===== src/rtl/game_sequencer_pkg.sv =====
// Shared types and widths for the Watch-Your-Step game controller.
package game_sequencer_pkg;

  localparam int unsigned SCORE_W = 16;
  localparam int unsigned SPEED_W = 4;

  typedef enum logic [1:0] {
    StIdle  = 2'd0,
    StPlay  = 2'd1,
    StPause = 2'd2,
    StOver  = 2'd3
  } state_e;

endpackage


===== src/rtl/game_sequencer_if.sv =====
// Board/datapath-facing signal bundle of the game controller.
interface game_sequencer_if;
  import game_sequencer_pkg::*;

  logic               refresh;
  logic               btnC;
  logic               btnU;
  logic               btnL;
  logic [1:0]         sw;
  logic               collide;
  logic [1:0]         state;
  logic               run_en;
  logic               jump_go;
  logic               airborne;
  logic [SPEED_W-1:0] speed;
  logic [SCORE_W-1:0] score;
  logic [SCORE_W-1:0] hi_score;

  modport slave (
    input  refresh, btnC, btnU, btnL, sw, collide,
    output state, run_en, jump_go, airborne, speed, score, hi_score
  );

  modport master (
    output refresh, btnC, btnU, btnL, sw, collide,
    input  state, run_en, jump_go, airborne, speed, score, hi_score
  );

endinterface


===== src/rtl/game_sequencer_btn.sv =====
// Raw button conditioner: 2-FF sync, debounce, one-cycle pulse on a debounced press.
module game_sequencer_btn #(
  parameter int unsigned DEB_CYCLES = 1_000_000
) (
  input  logic clk_i,
  input  logic rst_i,
  input  logic btn_i,
  output logic press_o
);

  localparam int unsigned CntW = $clog2(DEB_CYCLES + 1);

  logic            sync1_q, sync2_q;
  logic            deb_q, deb_d;
  logic            deb_dly_q;
  logic            press_q, press_d;
  logic [CntW-1:0] cnt_q, cnt_d;

  // Debounced level flips only after DEB_CYCLES consecutive differing samples.
  always_comb begin
    deb_d = deb_q;
    cnt_d = '0;
    if (sync2_q != deb_q) begin
      if (cnt_q == CntW'(DEB_CYCLES - 1)) begin
        deb_d = sync2_q;
      end else begin
        cnt_d = cnt_q + CntW'(1);
      end
    end
    press_d = deb_q & ~deb_dly_q;
  end

  always_ff @(posedge clk_i or posedge rst_i) begin
    if (rst_i) begin
      sync1_q   <= 1'b0;
      sync2_q   <= 1'b0;
      deb_q     <= 1'b0;
      deb_dly_q <= 1'b0;
      press_q   <= 1'b0;
      cnt_q     <= '0;
    end else begin
      sync1_q   <= btn_i;
      sync2_q   <= sync1_q;
      deb_q     <= deb_d;
      deb_dly_q <= deb_q;
      press_q   <= press_d;
      cnt_q     <= cnt_d;
    end
  end

  assign press_o = press_q;

endmodule


===== src/rtl/game_sequencer.sv =====
// Game controller: conditions buttons, runs IDLE/PLAY/PAUSE/OVER, schedules jumps, keeps score.
module game_sequencer
  import game_sequencer_pkg::*;
#(
  parameter int unsigned DEB_CYCLES     = 1_000_000,
  parameter int unsigned JUMP_FRAMES    = 24,
  parameter int unsigned BASE_SPEED     = 1,
  parameter int unsigned MAX_SPEED      = 15,
  parameter int unsigned SPEEDUP_FRAMES = 600
) (
  input  logic              clkin,
  input  logic              rst,
  game_sequencer_if.slave   bus
);

  localparam int unsigned FrameW = $clog2(SPEEDUP_FRAMES + 1);
  localparam int unsigned JumpW  = $clog2(JUMP_FRAMES + 1);

  logic press_c, press_u, press_l;

  game_sequencer_btn #(.DEB_CYCLES(DEB_CYCLES)) u_btn_c (
    .clk_i(clkin), .rst_i(rst), .btn_i(bus.btnC), .press_o(press_c)
  );
  game_sequencer_btn #(.DEB_CYCLES(DEB_CYCLES)) u_btn_u (
    .clk_i(clkin), .rst_i(rst), .btn_i(bus.btnU), .press_o(press_u)
  );
  game_sequencer_btn #(.DEB_CYCLES(DEB_CYCLES)) u_btn_l (
    .clk_i(clkin), .rst_i(rst), .btn_i(bus.btnL), .press_o(press_l)
  );

  state_e             state_q, state_d;
  logic [SCORE_W-1:0] score_q, score_d;
  logic [SCORE_W-1:0] hi_q, hi_d;
  logic [SPEED_W-1:0] speed_q, speed_d;
  logic [FrameW-1:0]  frame_q, frame_d;
  logic [JumpW-1:0]   jcnt_q, jcnt_d;
  logic               air_q, air_d;
  logic               jump_go_q, jump_go_d;
  logic [SPEED_W:0]   start_sum;
  logic [SPEED_W-1:0] start_speed;

  assign start_sum   = (SPEED_W + 1)'(BASE_SPEED) + (SPEED_W + 1)'(bus.sw);
  assign start_speed = (start_sum > (SPEED_W + 1)'(MAX_SPEED)) ? SPEED_W'(MAX_SPEED)
                                                               : start_sum[SPEED_W-1:0];

  always_comb begin
    state_d   = state_q;
    score_d   = score_q;
    hi_d      = hi_q;
    speed_d   = speed_q;
    frame_d   = frame_q;
    jcnt_d    = jcnt_q;
    air_d     = air_q;
    jump_go_d = 1'b0;
    unique case (state_q)
      StIdle: begin
        if (press_c) begin
          state_d = StPlay;
          score_d = '0;
          speed_d = start_speed;
          frame_d = '0;
        end
      end
      StPlay: begin
        // A refresh is consumed under PLAY rules even if a button moves us out this cycle.
        if (bus.refresh && !bus.collide) begin
          if (score_q != '1) score_d = score_q + SCORE_W'(1);
          if (frame_q == FrameW'(SPEEDUP_FRAMES - 1)) begin
            frame_d = '0;
            if (speed_q < SPEED_W'(MAX_SPEED)) speed_d = speed_q + SPEED_W'(1);
          end else begin
            frame_d = frame_q + FrameW'(1);
          end
        end
        if (jump_go_q) begin
          air_d  = 1'b1;
          jcnt_d = '0;
        end else if (air_q && bus.refresh) begin
          if (jcnt_q == JumpW'(JUMP_FRAMES - 1)) begin
            air_d  = 1'b0;
            jcnt_d = '0;
          end else begin
            jcnt_d = jcnt_q + JumpW'(1);
          end
        end
        if (press_l) begin
          state_d = StIdle;
        end else if (bus.refresh && bus.collide) begin
          state_d = StOver;
          hi_d    = (score_q > hi_q) ? score_q : hi_q;
        end else if (press_c) begin
          state_d = StPause;
        end
        if (state_d == StPlay) begin
          jump_go_d = press_u && !air_q && !jump_go_q;
        end else if (state_d != StPause) begin
          air_d  = 1'b0;
          jcnt_d = '0;
        end
      end
      StPause: begin
        if (press_l) begin
          state_d = StIdle;
          air_d   = 1'b0;
          jcnt_d  = '0;
        end else if (press_c) begin
          state_d = StPlay;
        end
      end
      StOver: begin
        if (press_c || press_l) state_d = StIdle;
      end
      default: state_d = StIdle;
    endcase
  end

  always_ff @(posedge clkin or posedge rst) begin
    if (rst) begin
      state_q   <= StIdle;
      score_q   <= '0;
      hi_q      <= '0;
      speed_q   <= SPEED_W'(BASE_SPEED);
      frame_q   <= '0;
      jcnt_q    <= '0;
      air_q     <= 1'b0;
      jump_go_q <= 1'b0;
    end else begin
      state_q   <= state_d;
      score_q   <= score_d;
      hi_q      <= hi_d;
      speed_q   <= speed_d;
      frame_q   <= frame_d;
      jcnt_q    <= jcnt_d;
      air_q     <= air_d;
      jump_go_q <= jump_go_d;
    end
  end

  assign bus.state    = state_q;
  assign bus.run_en   = (state_q == StPlay);
  assign bus.jump_go  = jump_go_q;
  assign bus.airborne = air_q;
  assign bus.speed    = speed_q;
  assign bus.score    = score_q;
  assign bus.hi_score = hi_q;

endmodule


===== src/flat_wrapper.sv =====
// flat-port wrapper written by rule: the top's interface ports become plain ports
module game_sequencer_flat import game_sequencer_pkg::*;
#(
  parameter int unsigned DEB_CYCLES     = 1_000_000,
  parameter int unsigned JUMP_FRAMES    = 24,
  parameter int unsigned BASE_SPEED     = 1,
  parameter int unsigned MAX_SPEED      = 15,
  parameter int unsigned SPEEDUP_FRAMES = 600
)
  (clkin, rst, bus_refresh, bus_btnC, bus_btnU, bus_btnL, bus_sw, bus_collide, bus_state, bus_run_en, bus_jump_go, bus_airborne, bus_speed, bus_score, bus_hi_score);
  game_sequencer_if bus_i ();
  input  logic clkin;
  input  logic rst;
  input wire logic [$bits(bus_i.refresh)-1:0] bus_refresh;
  input wire logic [$bits(bus_i.btnC)-1:0] bus_btnC;
  input wire logic [$bits(bus_i.btnU)-1:0] bus_btnU;
  input wire logic [$bits(bus_i.btnL)-1:0] bus_btnL;
  input wire logic [$bits(bus_i.sw)-1:0] bus_sw;
  input wire logic [$bits(bus_i.collide)-1:0] bus_collide;
  output wire logic [$bits(bus_i.state)-1:0] bus_state;
  output wire logic [$bits(bus_i.run_en)-1:0] bus_run_en;
  output wire logic [$bits(bus_i.jump_go)-1:0] bus_jump_go;
  output wire logic [$bits(bus_i.airborne)-1:0] bus_airborne;
  output wire logic [$bits(bus_i.speed)-1:0] bus_speed;
  output wire logic [$bits(bus_i.score)-1:0] bus_score;
  output wire logic [$bits(bus_i.hi_score)-1:0] bus_hi_score;
  assign bus_i.refresh = bus_refresh;
  assign bus_i.btnC = bus_btnC;
  assign bus_i.btnU = bus_btnU;
  assign bus_i.btnL = bus_btnL;
  assign bus_i.sw = bus_sw;
  assign bus_i.collide = bus_collide;
  assign bus_state = bus_i.state;
  assign bus_run_en = bus_i.run_en;
  assign bus_jump_go = bus_i.jump_go;
  assign bus_airborne = bus_i.airborne;
  assign bus_speed = bus_i.speed;
  assign bus_score = bus_i.score;
  assign bus_hi_score = bus_i.hi_score;
  game_sequencer #(.DEB_CYCLES(DEB_CYCLES), .JUMP_FRAMES(JUMP_FRAMES), .BASE_SPEED(BASE_SPEED), .MAX_SPEED(MAX_SPEED), .SPEEDUP_FRAMES(SPEEDUP_FRAMES)) u_core (.clkin(clkin), .rst(rst), .bus(bus_i));
endmodule

===== config.mk =====
export PLATFORM = sky130hd
export DESIGN_NAME = game_sequencer_flat
export DESIGN_NICKNAME = d
export VERILOG_FILES = /design/src/rtl/game_sequencer_pkg.sv /design/src/rtl/game_sequencer_if.sv /design/src/rtl/game_sequencer_btn.sv /design/src/rtl/game_sequencer.sv /design/src/flat_wrapper.sv
export SDC_FILE = /design/constraint.sdc
export NUM_CORES = 1
export LEC_CHECK = 0
export BUFFER_PORTS_ARGS = -buffer_cell sky130_fd_sc_hd__clkbuf_2
export CELL_PAD_IN_SITES_DETAIL_PLACEMENT = 1
export CELL_PAD_IN_SITES_GLOBAL_PLACEMENT = 2
export CORE_MARGIN = 2
export CORE_UTILIZATION = 39
export DETAILED_ROUTE_END_ITERATION = 16
export GPL_ROUTABILITY_DRIVEN = 0
export PLACE_DENSITY_LB_ADDON = 0.1
export RECOVER_POWER = 50
export SETUP_SLACK_MARGIN = 0.5
export SYNTH_ARGS = -nofsm -noshare
export SYNTH_HDL_FRONTEND = slang
export SYNTH_SLANG_ARGS = --single-unit

===== constraint.sdc =====
create_clock -name clkin -period 6.14 [get_ports clkin]
set_clock_uncertainty 0.1 [all_clocks]
set_input_delay 1.535 -clock clkin [delete_from_list [all_inputs] [get_ports clkin]]
set_output_delay 1.535 -clock clkin [all_outputs]
set_load 0.05 [all_outputs]

==> results.sh <==
export IMPL_viasPerCell=5.50
export IMPL_vias=5403
export IMPL_ys_async_sr_fraction=1.00
export IMPL_synth_nets=726
export IMPL_drt_iter0_drc=224
export IMPL_postCtsSetupBuffers=0
export IMPL_dp_hpwl_um=11500
export IMPL_slew_violations=0
export IMPL_irDropWorstVdd_uv=202
export IMPL_num_antenna_cells=0
export IMPL_wl_per_cell_um=17.1
export IMPL_synth_edf_count=0
export IMPL_setup_viol=0
export IMPL_ys_flop_type="dfrtp_1"
export IMPL_dieArea_mm2=0.0184
export IMPL_synthCells=693
export IMPL_seq_area_frac_synth=0.480
export IMPL_crit_required_ns=4.51
export IMPL_yosys_warnings=0
export IMPL_synthToLayoutAreaGrowth_pct=15.6
export IMPL_grt_setup_unrepaired="no"
export IMPL_core_area_mm2=0.0171
export IMPL_synth_xor_area_frac=0.0982
export IMPL_ant_nets=0
export IMPL_fin_tns_setup_ns=0
export IMPL_synth_top_family_by_area="simple AND/OR/NAND/NOR gates"
export IMPL_place_ws_ns=2.62
export IMPL_finalPower_w=0.00194
export IMPL_gr_usage_met1=0.261
export IMPL_grt_use_met3=0.0400
export IMPL_top_usage_layer="met2"
export IMPL_drc=0
export IMPL_numPortBuffers=49
export IMPL_worstPathArrival_ns=1.79
export IMPL_num_fill_cells=1957
export IMPL_layout_setup_ws_ns=2.71
export IMPL_clkSinkCount=130
export IMPL_p_leak_nw=3.46
export IMPL_grt_ovfl_total=0
export IMPL_clk_pin_slew_worst_paths_ns=0.06
export IMPL_die_h_um=136
export IMPL_cp_start_kind="flop"
export IMPL_grt_max_degree=90
export IMPL_cts_resized=0
export IMPL_die_w_um=136
export IMPL_seqCellArea_mm2=0.00325
export IMPL_cap_violations=0
export IMPL_outcome="completed"
export IMPL_initial_core_util=0.396
export IMPL_cts_tree="built"
export IMPL_wl_um=16800
export IMPL_ys_ff_latch=130
export IMPL_fin_crit_sh=0.558
export IMPL_hold_path_class="reg2reg"
export IMPL_grt_pass1_wl_um=28200
export IMPL_grt_pass1_vias=5625
export IMPL_clock_path_buffers=2
export IMPL_fin_nets=777
export IMPL_insertion_delay_ns=0.41
export IMPL_synth_compound_area_frac=0.112
export IMPL_whs_ns=0.251
export IMPL_muxShareOfSynthArea=0.00960
export IMPL_rrSetupSlack_ns=3.10
export IMPL_path_class="reg2out"
export IMPL_p_per_area_mw_per_mm2=248
export IMPL_drive_gt1_frac=0.135
export IMPL_cts_made_buffers=17
export IMPL_finalHoldViolCount=0
export IMPL_dr_pass1_iters=4
export IMPL_synthAdderAreaFrac=0.0443
export IMPL_h_tree_depth=4
export IMPL_cp_max_fo=11
export IMPL_synth_distinct_cells=59
export IMPL_cp_end_kind="output pin"
export IMPL_cts_hold_buf=0
export IMPL_grt_util_met2=0.307
export IMPL_clockRootBuffer="clkbuf_16"
export IMPL_synth_area_mm2=0.00678
export IMPL_tightest_slew_ns=1.06
export IMPL_multi_input_area_mm2=0.00330
export IMPL_io_pins=50
export IMPL_track_usage=0.193
export IMPL_timing_fmax_ghz=0.292
export IMPL_finalCriticalPeriod_ns=3.43
export IMPL_grt_antenna_before_repair=0
export IMPL_rows=48
export IMPL_slew_headroom=0.289
export IMPL_yosys_area_share_simple=0.222
export IMPL_avgSynthCellArea_um2=9.78
power by group:
| part | switching, W | leakage, nW | total [W] | internal [W] |
|---|---|---|---|---|
| combinational | 0.0000331 | 1.41 | 0.0000429 | 0.00000976 |
| sequential | 0.00000708 | 1.77 | 0.000871 | 0.000864 |
| clock | 0.000378 | 0.293 | 0.00103 | 0.000651 |
metrics by stage:
step / instance area [um2] / instances / util
after floorplan: 6780 / 693 / -
after global placement: 7240 / 950 / 0.423
after detailed placement: 7240 / 950 / 0.423
after CTS: 7840 / 982 / 0.458
after global routing: 7830 / 982 / 0.457
final: 7830 / 982 / 0.457
synthesized netlist by cell type (3+ instances only):
cell | number | area, um2
dfrtp_1 | 129 | 3230
nor2_1 | 95 | 357
nand2_1 | 53 | 199
xor2_1 | 53 | 464
nand4_1 | 32 | 200
inv_1 | 30 | 113
nand3_1 | 30 | 150
ha_1 | 24 | 300
xnor2_1 | 23 | 201
o21ai_0 | 20 | 100
a211oi_1 | 18 | 135
a32oi_1 | 16 | 140
and3_1 | 16 | 100
a21oi_1 | 13 | 65.1
o21ai_1 | 12 | 60.1
clkbuf_1 | 11 | 41.3
nor3_1 | 11 | 55.1
buf_2 | 9 | 45.0
and2_1 | 8 | 50.1
nor4_1 | 8 | 50.1
o31ai_1 | 6 | 45.0
and4_1 | 5 | 43.8
a21o_1 | 4 | 30.0
mux2_2 | 4 | 45.0
nor2b_1 | 4 | 25.0
nor4b_1 | 4 | 35.0
a22o_1 | 3 | 26.3
nand2b_1 | 3 | 18.8
nor3b_1 | 3 | 22.5
o2111ai_1 | 3 | 26.3
o211ai_1 | 3 | 22.5
or2_2 | 3 | 18.8
or3_1 | 3 | 18.8
sequential cells by signal, indices dropped and copies added (netlist names), 2 cells and up:
register              flops
u_core.bus.score         16
u_core.u_btn_u.cnt_q     20
u_core.bus.speed          4
u_core.bus.state          2
u_core.u_btn_c.cnt_q     20
u_core.frame_q           10
u_core.jcnt_q             5
u_core.u_btn_l.cnt_q     20
u_core.bus.hi_score      16
worst max-delay path: stages (launching register included):
cell      delay, ns
dfrtp_1        0.65
nand2b_4       0.19
inv_2          0.22
clkbuf_2       0.31
layout by cell type (no fill, tap or decap), drive strengths merged, types with 3 or more instances in the layout:
master,instances
a21o,4
ha,24
and2,8
o211ai,3
and4,5
mux2,4
o31ai,6
nor2b,4
or4,3
a211oi,18
nor3b,3
a22o,3
buf,4
or2,4
a21oi,14
clkbuf,74
nor2,95
inv,32
nor4b,4
dfrtp,129
xnor2,23
and3,16
nand4,33
nand2b,4
or3,3
nand2,54
nor4,10
a32oi,16
o2111ai,3
nand3,30
clkinv,3
nor3,12
xor2,53
o21ai,32
area by class of cell:
type                            instances  share of cell area
Clock inverter                          8              0.0126
Sequential cell                       130               0.416
Multi-Input combinational cell        510               0.421
Tap cell                              225              0.0360
Inverter                               31              0.0155
Clock buffer                           24              0.0641
Timing Repair Buffer                   54              0.0353
path summary, 6_finish.rpt:
kind                                   startpoint                        to  cells past startpoint
max                           u_core.bus.state[0]                bus_run_en                      3
max reg2reg                  u_core.bus.score[15]    u_core.bus.hi_score[0]                      6
min reg2reg                u_core.u_btn_l.sync1_q    u_core.u_btn_l.sync2_q                      0
max in group asynchronous                     rst    u_core.bus.hi_score[7]                      3
min                        u_core.u_btn_l.sync1_q    u_core.u_btn_l.sync2_q                      0
min in group asynchronous                     rst  u_core.u_btn_c.cnt_q[11]                      2
cells by family (layout without fill, tap and decap cells):
group | after synthesis | after routing
adder cells (fa/ha/maj) | 24 | 24
buffers and inverters | 53 | 117
AND/OR/NAND/NOR | 294 | 294
flip-flops | 130 | 130
multiplexers | 6 | 6
AO/OA/AOI/OAI | 110 | 110
XOR/XNOR | 76 | 76
per-layer routing:
layer | routed length (um) | part of all wire | up-vias
met2 | 7950 | 0.47 | 90
met3 | 572 | 0.034 | 24
li1 | - | - | 2591
met5 | 0 | 0 | -
met4 | 320 | 0.019 | 0
met1 | 7920 | 0.47 | 2698
Power figures use the tool's default switching activity.
